<file path="config.mk">
export PLATFORM = sky130hd
export DESIGN_NAME = line_clear_engine
export DESIGN_NICKNAME = d
export VERILOG_FILES = /design/src/rtl/tetris_pkg.sv /design/src/rtl/line_clear_engine.sv
export SDC_FILE = /design/constraint.sdc
export NUM_CORES = 1
export LEC_CHECK = 0
export ABC_AREA = 1
export BUFFER_PORTS_ARGS = -buffer_cell sky130_fd_sc_hd__clkbuf_2
export CAP_MARGIN = 20
export CORE_MARGIN = 4
export CORE_UTILIZATION = 42
export CTS_CLUSTER_SIZE = 24
export DETAILED_ROUTE_END_ITERATION = 8
export GPL_TIMING_DRIVEN = 0
export SLEW_MARGIN = 0
export SYNTH_ARGS = -nofsm -noshare
export SYNTH_HDL_FRONTEND = slang
export SYNTH_SLANG_ARGS = --single-unit
</file>
<file path="constraint.sdc">
create_clock -name CLOCK_50 -period 2 [get_ports CLOCK_50]
set_input_delay 0.2 -clock CLOCK_50 [delete_from_list [all_inputs] [get_ports CLOCK_50]]
set_output_delay 0.2 -clock CLOCK_50 [all_outputs]
set_load 0.02 [all_outputs]
</file>
<file path="src/rtl/tetris_pkg.sv">
// Shared constants for the tetris game logic and its line-clear engine.
// Latency: n/a (constants only).
// Backpressure: n/a.
//
// Board geometry, address widths and the state codes of both FSMs live here
// so that gamelogic and line_clear_engine agree on every encoding,
// in particular on the S_CLEAR hand-off state.
package tetris_pkg;

   // Board geometry: x = 0..BOARD_W-1 across, y = 0 (top) .. BOARD_H-1 (floor).
   localparam int BOARD_W = 10;
   localparam int BOARD_H = 20;
   localparam int XW      = 4;
   localparam int YW      = 5;

   // One board row, indexed by column.
   typedef logic [BOARD_W-1:0] row_t;

   // line_clear_engine FSM encodings.
   localparam logic [2:0] S_IDLE   = 3'd0;
   localparam logic [2:0] S_READ   = 3'd1;
   localparam logic [2:0] S_DECIDE = 3'd2;
   localparam logic [2:0] S_WRITE  = 3'd3;
   localparam logic [2:0] S_FILL   = 3'd4;
   localparam logic [2:0] S_DONE   = 3'd5;

   // gamelogic FSM encodings. gamelogic pulses the engine's start while in
   // S_CLEAR and hands the board ports over for as long as busy is high.
   localparam logic [2:0] S_INIT   = 3'd0;
   localparam logic [2:0] S_SPAWN  = 3'd1;
   localparam logic [2:0] S_FALL   = 3'd2;
   localparam logic [2:0] S_LOCK   = 3'd3;
   localparam logic [2:0] S_CLEAR  = 3'd4;
   localparam logic [2:0] S_OVER   = 3'd5;

endpackage

</file>
<file path="src/rtl/line_clear_engine.sv">
// Removes full rows from the board store, compacts the rest down, zero-fills the top.
// Latency: 1 + H*(W+2) + moved_rows*W + lines*W + 1 cycles from accepted start to end of done.
// Backpressure: none; start is only honoured in S_IDLE, ignored while busy (including S_DONE).
//
// Ports:
//   CLOCK_50, resetn          clock, asynchronous active-low reset
//   start                     one-cycle request, sampled in S_IDLE only
//   busy, done, lines         status: busy outside S_IDLE, done pulse, rows removed
//   board_rx/ry, board_rdata  read port; rdata is valid the cycle after rx/ry
//   board_we/wx/wy/wdata      write port, one cell per cycle
// All outputs are registered. Their next values are computed from the next
// state, so each output lines up with the state that produced it.
module line_clear_engine
   import tetris_pkg::*;
(
   input  logic          CLOCK_50,
   input  logic          resetn,
   input  logic          start,
   output logic          busy,
   output logic          done,
   output logic [YW-1:0] lines,
   output logic [XW-1:0] board_rx,
   output logic [YW-1:0] board_ry,
   input  logic          board_rdata,
   output logic          board_we,
   output logic [XW-1:0] board_wx,
   output logic [YW-1:0] board_wy,
   output logic          board_wdata
);

   localparam logic [XW-1:0] ONE_X     = XW'(1);
   localparam logic [YW-1:0] ONE_Y     = YW'(1);
   localparam logic [XW-1:0] C_LAST    = XW'(BOARD_W - 1);
   localparam logic [XW-1:0] C_END     = XW'(BOARD_W);
   localparam logic [YW-1:0] ROW_FLOOR = YW'(BOARD_H - 1);
   localparam logic [YW-1:0] LINES_MAX = YW'(BOARD_H);

   // FSM and datapath state
   logic [2:0]    state_q, state_d;
   logic [YW-1:0] r_q, r_d;          // source row being examined
   logic [YW-1:0] d_q, d_d;          // destination row for the next surviving row
   logic [XW-1:0] c_q, c_d;          // column counter, 0..BOARD_W
   row_t          row_q, row_d;      // captured source row
   logic          full_q, full_d;    // AND of every captured cell of the row
   logic [YW-1:0] lines_q, lines_d;

   // Registered outputs
   logic          busy_q, busy_d;
   logic          done_q, done_d;
   logic [XW-1:0] rx_q, rx_d;
   logic [YW-1:0] ry_q, ry_d;
   logic          we_q, we_d;
   logic [XW-1:0] wx_q, wx_d;
   logic [YW-1:0] wy_q, wy_d;
   logic          wdata_q, wdata_d;

   // Set when the current row has been dealt with and the scan moves upward.
   logic          next_row;
   // The fill ends on row 0; this flag avoids ever comparing an underflowed d.
   logic          fill_last_row;

   assign fill_last_row = (d_q == '0);

   always_comb begin
      state_d  = state_q;
      r_d      = r_q;
      d_d      = d_q;
      c_d      = c_q;
      row_d    = row_q;
      full_d   = full_q;
      lines_d  = lines_q;
      next_row = 1'b0;

      case (state_q)
         S_IDLE: begin
            if (start) begin
               r_d     = ROW_FLOOR;
               d_d     = ROW_FLOOR;
               lines_d = '0;
               c_d     = '0;
               full_d  = 1'b1;
               state_d = S_READ;
            end
         end

         // Addresses go out for c = 0..W-1; data for column c-1 returns
         // while column c is being addressed, hence W+1 cycles per row.
         S_READ: begin
            if (c_q != '0) begin
               row_d[c_q - ONE_X] = board_rdata;
               full_d             = full_q & board_rdata;
            end
            if (c_q == C_END) begin
               state_d = S_DECIDE;
            end else begin
               c_d = c_q + ONE_X;
            end
         end

         S_DECIDE: begin
            c_d = '0;
            if (full_q) begin
               // Full row is dropped: the destination stays put.
               if (lines_q != LINES_MAX) begin
                  lines_d = lines_q + ONE_Y;
               end
               next_row = 1'b1;
            end else if (d_q == r_q) begin
               // Nothing cleared below yet, so the row is already in place.
               // d==r can only hold while no line has been removed; when
               // r reaches 0 that way the fill is skipped, so d just stops.
               if (d_q != '0) begin
                  d_d = d_q - ONE_Y;
               end
               next_row = 1'b1;
            end else begin
               state_d = S_WRITE;
            end
         end

         S_WRITE: begin
            if (c_q == C_LAST) begin
               // d > r >= 0 here, so this never wraps.
               d_d      = d_q - ONE_Y;
               next_row = 1'b1;
            end else begin
               c_d = c_q + ONE_X;
            end
         end

         // Entered with c = C_END as a one-cycle decision slot; rows
         // d..0 are then zeroed with the same column sweep as S_WRITE.
         S_FILL: begin
            if (c_q == C_END) begin
               if (lines_q == '0) begin
                  state_d = S_DONE;
               end else begin
                  c_d = '0;
               end
            end else if (c_q == C_LAST) begin
               if (fill_last_row) begin
                  state_d = S_DONE;
               end else begin
                  d_d = d_q - ONE_Y;
                  c_d = '0;
               end
            end else begin
               c_d = c_q + ONE_X;
            end
         end

         S_DONE: begin
            state_d = S_IDLE;
         end

         default: begin
            state_d = S_IDLE;
         end
      endcase

      // Move up one row, or finish the scan once the top row is handled.
      if (next_row) begin
         if (r_q == '0) begin
            state_d = S_FILL;
            c_d     = C_END;
         end else begin
            r_d     = r_q - ONE_Y;
            c_d     = '0;
            full_d  = 1'b1;
            state_d = S_READ;
         end
      end

      // Outputs for the cycle after this edge, derived from the next state.
      busy_d  = (state_d != S_IDLE);
      done_d  = (state_d == S_DONE);

      rx_d    = '0;
      ry_d    = '0;
      if (state_d == S_READ) begin
         ry_d = r_d;
         if (c_d != C_END) begin
            rx_d = c_d;
         end
      end

      we_d    = 1'b0;
      wx_d    = '0;
      wy_d    = '0;
      wdata_d = 1'b0;
      if (state_d == S_WRITE) begin
         we_d    = 1'b1;
         wx_d    = c_d;
         wy_d    = d_d;
         wdata_d = row_d[c_d];
      end else if (state_d == S_FILL && c_d != C_END) begin
         we_d    = 1'b1;
         wx_d    = c_d;
         wy_d    = d_d;
      end
   end

   always_ff @(posedge CLOCK_50 or negedge resetn) begin
      if (!resetn) begin
         state_q <= S_IDLE;
         r_q     <= '0;
         d_q     <= '0;
         c_q     <= '0;
         row_q   <= '0;
         full_q  <= 1'b0;
         lines_q <= '0;
         busy_q  <= 1'b0;
         done_q  <= 1'b0;
         rx_q    <= '0;
         ry_q    <= '0;
         we_q    <= 1'b0;
         wx_q    <= '0;
         wy_q    <= '0;
         wdata_q <= 1'b0;
      end else begin
         state_q <= state_d;
         r_q     <= r_d;
         d_q     <= d_d;
         c_q     <= c_d;
         row_q   <= row_d;
         full_q  <= full_d;
         lines_q <= lines_d;
         busy_q  <= busy_d;
         done_q  <= done_d;
         rx_q    <= rx_d;
         ry_q    <= ry_d;
         we_q    <= we_d;
         wx_q    <= wx_d;
         wy_q    <= wy_d;
         wdata_q <= wdata_d;
      end
   end

   assign busy        = busy_q;
   assign done        = done_q;
   assign lines       = lines_q;
   assign board_rx    = rx_q;
   assign board_ry    = ry_q;
   assign board_we    = we_q;
   assign board_wx    = wx_q;
   assign board_wy    = wy_q;
   assign board_wdata = wdata_q;

endmodule

</file>
# ---- After elaboration in Yosys (flattened, before gate mapping)
# Index checks and enable logic that the tools add are counted.
dict set report totals {
  wordCells 115
  input_bits 4
  output_inout_bits 27
  reg_bits 55
}
dict set report classes {
  mux 64
  n_bitwise 1
  n_eq_ne 16
  add_sub_neg 5
  reduce_logical 11
  order_cmp 3
}
# op n
set ops {}
lappend ops {{$mux 5} 18}
lappend ops {{$mux 4} 13}
lappend ops {{$mux 3} 10}
lappend ops {{$mux 10} 2}
lappend ops {{$pmux 4 s5} 1}
lappend ops {{$pmux 5 s4} 1}
lappend ops {{$logic_not 5->1} 3}
lappend ops {{$pmux 3 s5} 1}
lappend ops {{$mux 1} 12}
lappend ops {{$bwmux 10} 1}
lappend ops {{$lt 4x5->1 const B} 2}
lappend ops {{$pmux 5 s2} 1}
lappend ops {{$sub 5x1->5 const B} 2}
lappend ops {{$eq 3x2->1 const B} 3}
lappend ops {{$eq 3x3->1 const B} 3}
lappend ops {{$eq 4x4->1 const B} 2}
lappend ops {{$eq 3x1->1 const B} 2}
lappend ops {{$ne 2x2->1 const B} 3}
lappend ops {{$add 5x1->5 const B} 1}
lappend ops {{$eq 5x5->1} 1}
lappend ops {{$ne 5x5->1 const B} 1}
lappend ops {{$reduce_bool 5->1} 1}
lappend ops {{$add 4x1->4 const B} 1}
lappend ops {{$bmux 1 s4} 1}
lappend ops {{12 further kinds} 14}

# ---- Depth between registers and ports, before layout
# Gate-level depths: netlist of run 1.
dict set report depth {
  word_depth 11
  ltp_mapped 14
  mapped_depth_nobuf 14
}

# ---- Worst setup path after synthesis of run 1
# OpenSTA, ideal clock, no wires.
dict set report synth_timing {
  kind {register -> register}
  start {register c_q[0]}
  end {register wy_q[3], in the netlist board_wy[3]}
  required_ps 1882
  path_stages_with_launch 12
  n_path_buf 0
  arrival_ps 1896
  period_less_slack_ps 2014
  setup_ps 118
  path_slack_ps -14
  cell_sequence {dfrtp_1 -> inv_1 -> ha_1 -> nand3_2 -> nand3_1 -> nand3_1 -> a22oi_1 -> inv_1 -> nor2_2 -> nand3_4 -> nand3_1 -> nand2_1}
}
dict set report synth_between {
  elab_chain_cells 9
  word_cells_on_any_way 29
  classes_between {add/sub: 1; eq/ne: 5; mux: 22; reduce/logical: 1}
}
# element line_no
set synth_rtl {}
lappend synth_rtl {{start, declared} line_clear_engine.sv:42} ;# logic [XW-1:0] c_q, c_d;
lappend synth_rtl {{start signal, assigned} line_clear_engine.sv:208} ;# c_q <= '0;
lappend synth_rtl {{start signal, assigned} line_clear_engine.sv:224} ;# c_q <= c_d;
lappend synth_rtl {{$add 4x1->4 / $eq 4x4->1 (equally long branches)} -}
lappend synth_rtl {{$mux 4} line_clear_engine.sv:140} ;# end else if (c_q == C_LAST) begin
lappend synth_rtl {{$mux 4} line_clear_engine.sv:134} ;# if (c_q == C_END) begin
lappend synth_rtl {{$pmux 4 s5} line_clear_engine.sv:74} ;# case (state_q)
lappend synth_rtl {{$mux 4 (*)} line_clear_engine.sv:162} ;# if (next_row) begin
lappend synth_rtl {{via c_d[2]} line_clear_engine.sv:42}
lappend synth_rtl {{$ne 4x4->1 (*)} line_clear_engine.sv:196} ;# end else if (state_d == S_FILL && c_d != C_END) begin
lappend synth_rtl {{$logic_and 1x1->1 (*)} line_clear_engine.sv:196}
lappend synth_rtl {{$mux 5 (*)} line_clear_engine.sv:196}
lappend synth_rtl {{$mux 5 (*)} line_clear_engine.sv:191} ;# if (state_d == S_WRITE) begin
lappend synth_rtl {{via wy_d[3]} line_clear_engine.sv:54} ;# logic [YW-1:0] wy_q, wy_d;
lappend synth_rtl {{end signal, assigned} line_clear_engine.sv:234} ;# wy_q <= wy_d;
lappend synth_rtl {{end, declared} line_clear_engine.sv:54}
# The timed path passes the listed nets; every way through them passes the cells marked *.
# A chain may end at the register's enable or synchronous reset.

# ---- Worst setup path in the final report of run 1
dict set report layout_timing {
  start {register c_q[0]}
  end {register wy_q[1], in the netlist board_wy[1]}
}
dict set report layout_between {
  elab_chain_cells 9
  word_cells_on_any_way 29
  classes_between {add/sub: 1; eq/ne: 5; mux: 22; reduce/logical: 1}
}
# element line_no
set layout_rtl {}
lappend layout_rtl {{$add 4x1->4, or another cell as far along} {line_clear_engine.sv:96, line_clear_engine.sv:127, line_clear_engine.sv:148}}
lappend layout_rtl {{$mux 4 / $mux 3 (equally long branches)} line_clear_engine.sv:140}
lappend layout_rtl {{$mux 4 / $mux 3 (equally long branches)} line_clear_engine.sv:134}
lappend layout_rtl {{$pmux 4 s5 / $pmux 3 s5 (equally long branches)} line_clear_engine.sv:74}
lappend layout_rtl {{$mux 4 / $mux 3 (equally long branches)} line_clear_engine.sv:162}
lappend layout_rtl {{$ne 4x4->1 / $eq 3x3->1 (equally long branches)} line_clear_engine.sv:196}
lappend layout_rtl {{$logic_and 1x1->1} line_clear_engine.sv:196}
lappend layout_rtl {{$mux 5} line_clear_engine.sv:196}
lappend layout_rtl {{$mux 5 (*)} line_clear_engine.sv:191}
lappend layout_rtl {{via wy_d[1]} line_clear_engine.sv:54}
# Marks and branches as above.

==> results.sh, run 1 <==
export IMPL_overflow=0
export IMPL_cp_num_buf_inv=1
export IMPL_synth_top_cell_area_share=0.442
export IMPL_ys_async_sr_fraction=1.00
export IMPL_cp_depth=13
export IMPL_power_density_nw_per_um2=1590
export IMPL_gp_congestion=0.936
export IMPL_antenna_found_initial=0
export IMPL_path_delay_family="simple AND/OR/NAND/NOR gates"
export IMPL_finalCritPeriodShare=1.07
export IMPL_clock_latency_ns=0.31
export IMPL_synth_most_common_cell="nand2_1"
export IMPL_required_ns=2.21
export IMPL_synth_warnings=0
export IMPL_synth_distinct_cells=43
export IMPL_hold_viol=0
export IMPL_critPathSlowestCell="dfrtp_2"
export IMPL_outcome="complete, but fails checks"
export IMPL_clk_pin_slew_ns=0.10
export IMPL_cp_cell_sequence="inv_4, ha_4, nand3_4, nor2_1, nand2_1, o21ai_1, nor3_1, o211ai_1, nand2_2, nor2_4, nand3_4, nand3_1, nand2_1"
export IMPL_cts_buffers=5
export IMPL_io_pins=31
export IMPL_clockPowerShare=0.114
export IMPL_num_fill_cells=639
export IMPL_synth_edff_count=0
export IMPL_fp_dieW_um=94.1
export IMPL_min_path_cells=5
export IMPL_start_util=0.432
export IMPL_vdd_drop_max_uv=685
export IMPL_dp_cells=513
export IMPL_yosys_most_used_dff="dfrtp_1"
export IMPL_grt_use_total=0.199
export IMPL_period_minus_slack_ns=2.14
export IMPL_ys_ff_latch=55
export IMPL_maxCapViolations=0
export IMPL_wirelength_um=8220
export IMPL_dieArea_sq_um=8860
export IMPL_yosys_top_cells_area="dfrtp_1, nand2_1, nand3_1, inv_1, nor2_1"
export IMPL_max_freq_mhz=467
export IMPL_grt_pass1_wl_um=14000
export IMPL_violations="setup timing"
export IMPL_drv_slew=0
export IMPL_pwr_share_seq=0.257
export IMPL_drcViolationCount=0
export IMPL_switching_share=0.487
export IMPL_synth_avg_cell_area_sq_um=8.13
export IMPL_grt_pass1_vias=2850
export IMPL_wl_per_cell_um=14.7
export IMPL_hold_slack_ns=0.204
export IMPL_critPathKind="register to register"
export IMPL_grt_max_degree=35
export IMPL_synth_fp_nets=397
export IMPL_p_int_mw=3.48
export IMPL_clock_sinks=55
export IMPL_clock_path_buffers=2
export IMPL_finalSetupViolations=17
export IMPL_drt_iter0_drc=198
export IMPL_switching_power_mw=3.30
export IMPL_slew_headroom=0.578
export IMPL_startpoint_type="register"
export IMPL_finClkSkew_ns=0.00427
export IMPL_cpPeakStageDelay_ns=0.48
export IMPL_drive_above_1_share=0.386
export IMPL_rsz0062_at_grt="true"
export IMPL_hpwl_um=5560
export IMPL_clock_root_buffer="clkbuf_8"
export IMPL_leakage_nw=2.10
export IMPL_syn_inst=383
export IMPL_dr_pass1_iters=4
export IMPL_yosys_area_top_type="dfrtp_1"
export IMPL_area_growth_syn_to_layout_pct=36.5
export IMPL_reg2reg_depth=13
export IMPL_core_area_sq_um=7210
export IMPL_worstPathArrival_ns=2.35
export IMPL_port_buffers=30
export IMPL_final_antenna_net_count=0
export IMPL_cts_htree_levels=2
export IMPL_fin_ws_ns=-0.140
export IMPL_pwr_share_comb=0.629
export IMPL_hp_class="input port to register"
export IMPL_crit_path_max_fanout=6
export IMPL_synth_common_cells="nand2_1, dfrtp_1, inv_1, nand3_1, nor2_1"
export IMPL_num_vias=2876
export IMPL_ys_seq_area_frac=0.442
export IMPL_via_per_inst=5.14
export IMPL_end_kind="register"
export IMPL_num_rows=31
export IMPL_tightest_slew_ns=0.631
export IMPL_layout_nets=474
export IMPL_final_setup_tns_ns=-1.95
export IMPL_cts_tree="done"
export IMPL_final_cells=560
export IMPL_die_y_um=94.1
export IMPL_antennaDiodeCount=0
export IMPL_syn_cell_area_sq_um=3120
flip-flops by register name, summed over array words and instances, names as in the netlist, 3 cells and up:
register  flops
board_rx      4
d_q           5
state_q       3
board_ry      5
c_q           4
lines         5
row_q        10
board_wx      4
r_q           5
board_wy      5
cell families (layout without fill, tap and decap cells):
family,Yosys count,in the layout,share of synthesized area
flops,55,55,0.442
xor+xnor,8,8,0.0225
fa+ha+maj,10,10,0.0402
buf+inv,61,137,0.0747
compound gates,50,50,0.112
simple gates,199,201,0.308
routing by layer:
metal | vias to the layer above | track usage | share of wire
met5 | - | 0 | 0
met4 | 0 | 0.0505 | 0.013
met3 | 10 | 0.0369 | 0.037
met2 | 71 | 0.331 | 0.48
met1 | 1371 | 0.268 | 0.47
li1 | 1424 | - | -
metrics by stage:
step                      utilization  instance area, sq um  setup WS, ns  power [mW]
after floorplan                     -                  3120        0.0212        3.96
after global placement          0.470                  3390        -0.459        4.70
after detailed placement        0.473                  3410        -0.437        4.74
after CTS                       0.565                  4070       -0.0711        6.44
after global routing            0.589                  4250        -0.249        7.29
final                           0.589                  4250        -0.140        6.77
path summary, 6_finish.rpt:
| check | slack, ns | start | end |
|---|---|---|---|
| setup / recovery | -0.14 | c_q[0]$_DFF_PN0_ | board_wy[1]$_DFF_PN0_ |
| hold / removal | 0.20 | board_rdata | row_q[6]$_DFF_PN0_ |
| setup reg to reg | -0.14 | c_q[0]$_DFF_PN0_ | board_wy[1]$_DFF_PN0_ |
| hold reg to reg | 0.50 | row_q[4]$_DFF_PN0_ | row_q[4]$_DFF_PN0_ |
| max in group asynchronous | 1.00 | resetn | c_q[1]$_DFF_PN0_ |
| min in group asynchronous | 0.41 | resetn | board_rx[2]$_DFF_PN0_ |
cells in the final DEF (no fill, tap or decap), types with 3 or more instances in the layout:
cell	n
a21oi_1	7
a21oi_2	3
buf_4	31
buf_6	4
clkbuf_2	30
clkbuf_8	5
dfrtp_1	51
dfrtp_2	4
ha_1	7
ha_4	3
inv_1	40
inv_2	14
inv_4	5
nand2_1	65
nand2_2	17
nand2_4	4
nand3_1	31
nand3_2	10
nand3_4	4
nand4_1	7
nand4_4	4
nor2_1	31
nor2_2	5
nor2_4	8
nor3_1	5
o21ai_0	8
o21ai_1	7
o21ai_4	3
o21bai_1	4
xor2_1	6
final cells by class:
type,count,area [sq um],area share
inverters,59,234,0.0550
repair buffers,68,472,0.111
clock buffers,5,68.8,0.0162
flip-flops and latches,55,1380,0.325
plain buffers,2,15.0,0.00353
multi-input cells,269,1910,0.450
clock inverters,3,46.3,0.0109
well taps,99,124,0.0291
what timing repair did:
item,in CTS,in global routing
gates cloned,3,0
pin swaps,14,9
setup buffers,24,11
hold buffers,1,0
hold endpoints to repair,21,0
resized for setup,73,24
endpoints found under the setup margin,24,26
tightest hold or removal path, stage by stage:
cell,delay (ns)
clkbuf_2,0.08
inv_1,0.04
nand2_1,0.05
o21ai_1,0.08
inv_1,0.05
power by group through the flow:
stage	Combinational, mW	Clock (mW)	Sequential (mW)
floorplan	2.08	0	1.88
detailed placement	3.00	0	1.73
finish	4.26	0.772	1.74
global placement	2.97	0	1.73
CTS	3.91	0.794	1.74
global route	4.65	0.846	1.79
(Power assumes the default switching activity.)
==> inputs of run 2 (changes only) <==
- CORE_UTILIZATION: 42 -> 53
- PLACE_DENSITY: unset -> 0.76
==> run 2 against run 1 <==
Against the previous run: the flow still finishes with violations (setup timing); via count grew 17%; combinational power is 20% higher; wire length up 33%; register-to-register slack worse by 0.11 ns; clock power shrank 12%; first-iteration DRC count grew to 2.7 times the previous value; critical endpoint is now board_wdata$_DFF_PN0_; largest cell class unchanged; global-route usage increased by 4.9 points.
==> results.sh, run 2 (synthesis gave the netlist of run 1 again) <==
export IMPL_grt_pass1_vias=3000
export IMPL_clock_sinks=55
export IMPL_antenna_found_initial=0
export IMPL_antennaDiodeCount=0
export IMPL_drcViolationCount=0
export IMPL_num_fill_cells=319
export IMPL_cts_htree_levels=2
export IMPL_totalPowerFinal_mw=7.54
export IMPL_drive_above_1_share=0.452
export IMPL_io_pins=31
export IMPL_leakage_nw=2.21
export IMPL_multi_input_area_sq_um=1990
export IMPL_grt_use_total=0.249
export IMPL_wl_per_cell_um=19.8
export IMPL_gp_congestion=0.916
export IMPL_startpoint_type="register"
export IMPL_num_vias=3377
export IMPL_worstPathArrival_ns=2.51
export IMPL_finalSetupViolations=20
export IMPL_hp_class="input port to register"
export IMPL_hpwl_um=5350
export IMPL_final_cells=552
export IMPL_hold_slack_ns=0.220
export IMPL_period_minus_slack_ns=2.25
export IMPL_critPathKind="register to register"
export IMPL_fin_ws_ns=-0.255
export IMPL_layout_commonest_cell="nand2_1"
export IMPL_slew_headroom=0.599
export IMPL_dp_cells=486
export IMPL_rsz0062_at_grt="true"
export IMPL_wl_met2_um=5320
export IMPL_final_antenna_net_count=0
export IMPL_final_util=0.795
export IMPL_final_setup_tns_ns=-2.99
export IMPL_end_kind="register"
export IMPL_grt_pass1_wl_um=14400
export IMPL_clk_pin_slew_ns=0.11
export IMPL_drt_iter0_drc=530
export IMPL_num_rows=27
export IMPL_fp_dieW_um=84.7
export IMPL_hold_viol=0
export IMPL_max_freq_mhz=444
export IMPL_dpl_worst_slack_ns=-0.388
export IMPL_dieArea_sq_um=7170
export IMPL_finalCritPeriodShare=1.13
export IMPL_drv_slew=0
export IMPL_cts_buffers=5
export IMPL_largest_register_ffs=10
export IMPL_clock_latency_ns=0.32
export IMPL_wirelength_um=10900
export IMPL_postLayoutCellArea_sq_um=4460
export IMPL_die_y_um=84.7
export IMPL_port_buffers=30
export IMPL_required_ns=2.25
export IMPL_regMostFlops="row_q"
export IMPL_outcome="complete, but fails checks"
export IMPL_tightest_slew_ns=0.600
export IMPL_clock_root_buffer="clkbuf_8"
export IMPL_violations="setup timing"
export IMPL_overflow=0
export IMPL_seq_area_sq_um=1380
export IMPL_maxCapViolations=0
export IMPL_area_growth_syn_to_layout_pct=43.1
export IMPL_wl_met3_um=972
export IMPL_finClkSkew_ns=0.00989
export IMPL_top_layer="met4"
export IMPL_grt_max_degree=38
export IMPL_m1WireLength_um=4140
export IMPL_crit_path_max_fanout=5
export IMPL_clock_path_buffers=2
export IMPL_via_per_inst=6.12
export IMPL_postPlaceCellArea_sq_um=3380
export IMPL_core_area_sq_um=5610
export IMPL_vdd_drop_max_uv=1050
export IMPL_cts_tree="done"
export IMPL_start_util=0.556
export IMPL_layout_nets=493
export IMPL_final_cell_mix="nand2_1, dfrtp_1, buf_4"
export IMPL_power_density_nw_per_um2=1690
export IMPL_dr_pass1_iters=7
[run 2: cell types whose count changed in the layout (fill, tap and decap cells not counted), sizes merged]
cell    delta
bufinv     -1
buf       +19
inv        -1
clkinv     +2
[run 2: worst paths after layout]
kind,from,to,slack [ns],cells past startpoint
worst max-delay path,d_q[0]$_DFF_PN0_,board_wdata$_DFF_PN0_,-0.25,13
worst min-delay path,board_rdata,row_q[6]$_DFF_PN0_,0.22,5
worst max register to register,d_q[0]$_DFF_PN0_,board_wdata$_DFF_PN0_,-0.25,13
worst min register to register,row_q[4]$_DFF_PN0_,row_q[4]$_DFF_PN0_,0.53,2
max in group asynchronous,resetn,c_q[2]$_DFF_PN0_,1.03,3
min in group asynchronous,resetn,board_wx[2]$_DFF_PN0_,0.37,2
[run 2: worst max-delay path: stages, from the launching register on]
cell and delay [ns]:
dfrtp_1 0.41, inv_2 0.11, ha_4 0.17, nand3_1 0.15, nor2_2 0.19, buf_4 0.14, nand3_1 0.14, nand4_4 0.17
nand4_4 0.14, nand2_1 0.11, nand3_1 0.11, nand3_1 0.11, nand3_2 0.08, a21oi_2 0.14
[run 2: cell type report]
class / instances / area share
Sequential cell: 55 / 0.310
Inverter: 59 / 0.0536
Clock inverter: 3 / 0.00617
Multi-Input combinational cell: 269 / 0.447
Clock buffer: 5 / 0.0154
Timing Repair Buffer: 87 / 0.145
Buffer: 2 / 0.00337
Tap cell: 72 / 0.0202
[run 2: layer usage]
metal	track usage	vias to the layer above
met5	0	-
met3	0.0461	65
li1	-	1453
met4	0.108	0
met1	0.323	1604
met2	0.406	255
[run 2: what timing repair did]
item,in CTS,in global routing
hold buffers,1,0
setup endpoints to repair,24,26
hold endpoints to repair,18,0
setup buffers,34,20
resized for setup,72,56
pin swaps,22,32
cloned,3,0
[run 2: report_power, final]
part	leakage [nW]	switching, mW	total, mW	internal, mW
sequential	0.682	0.268	1.77	1.50
clock	0.0463	0.418	0.676	0.258
combinational	1.48	3.17	5.10	1.93
total	2.21	3.86	7.54	3.69
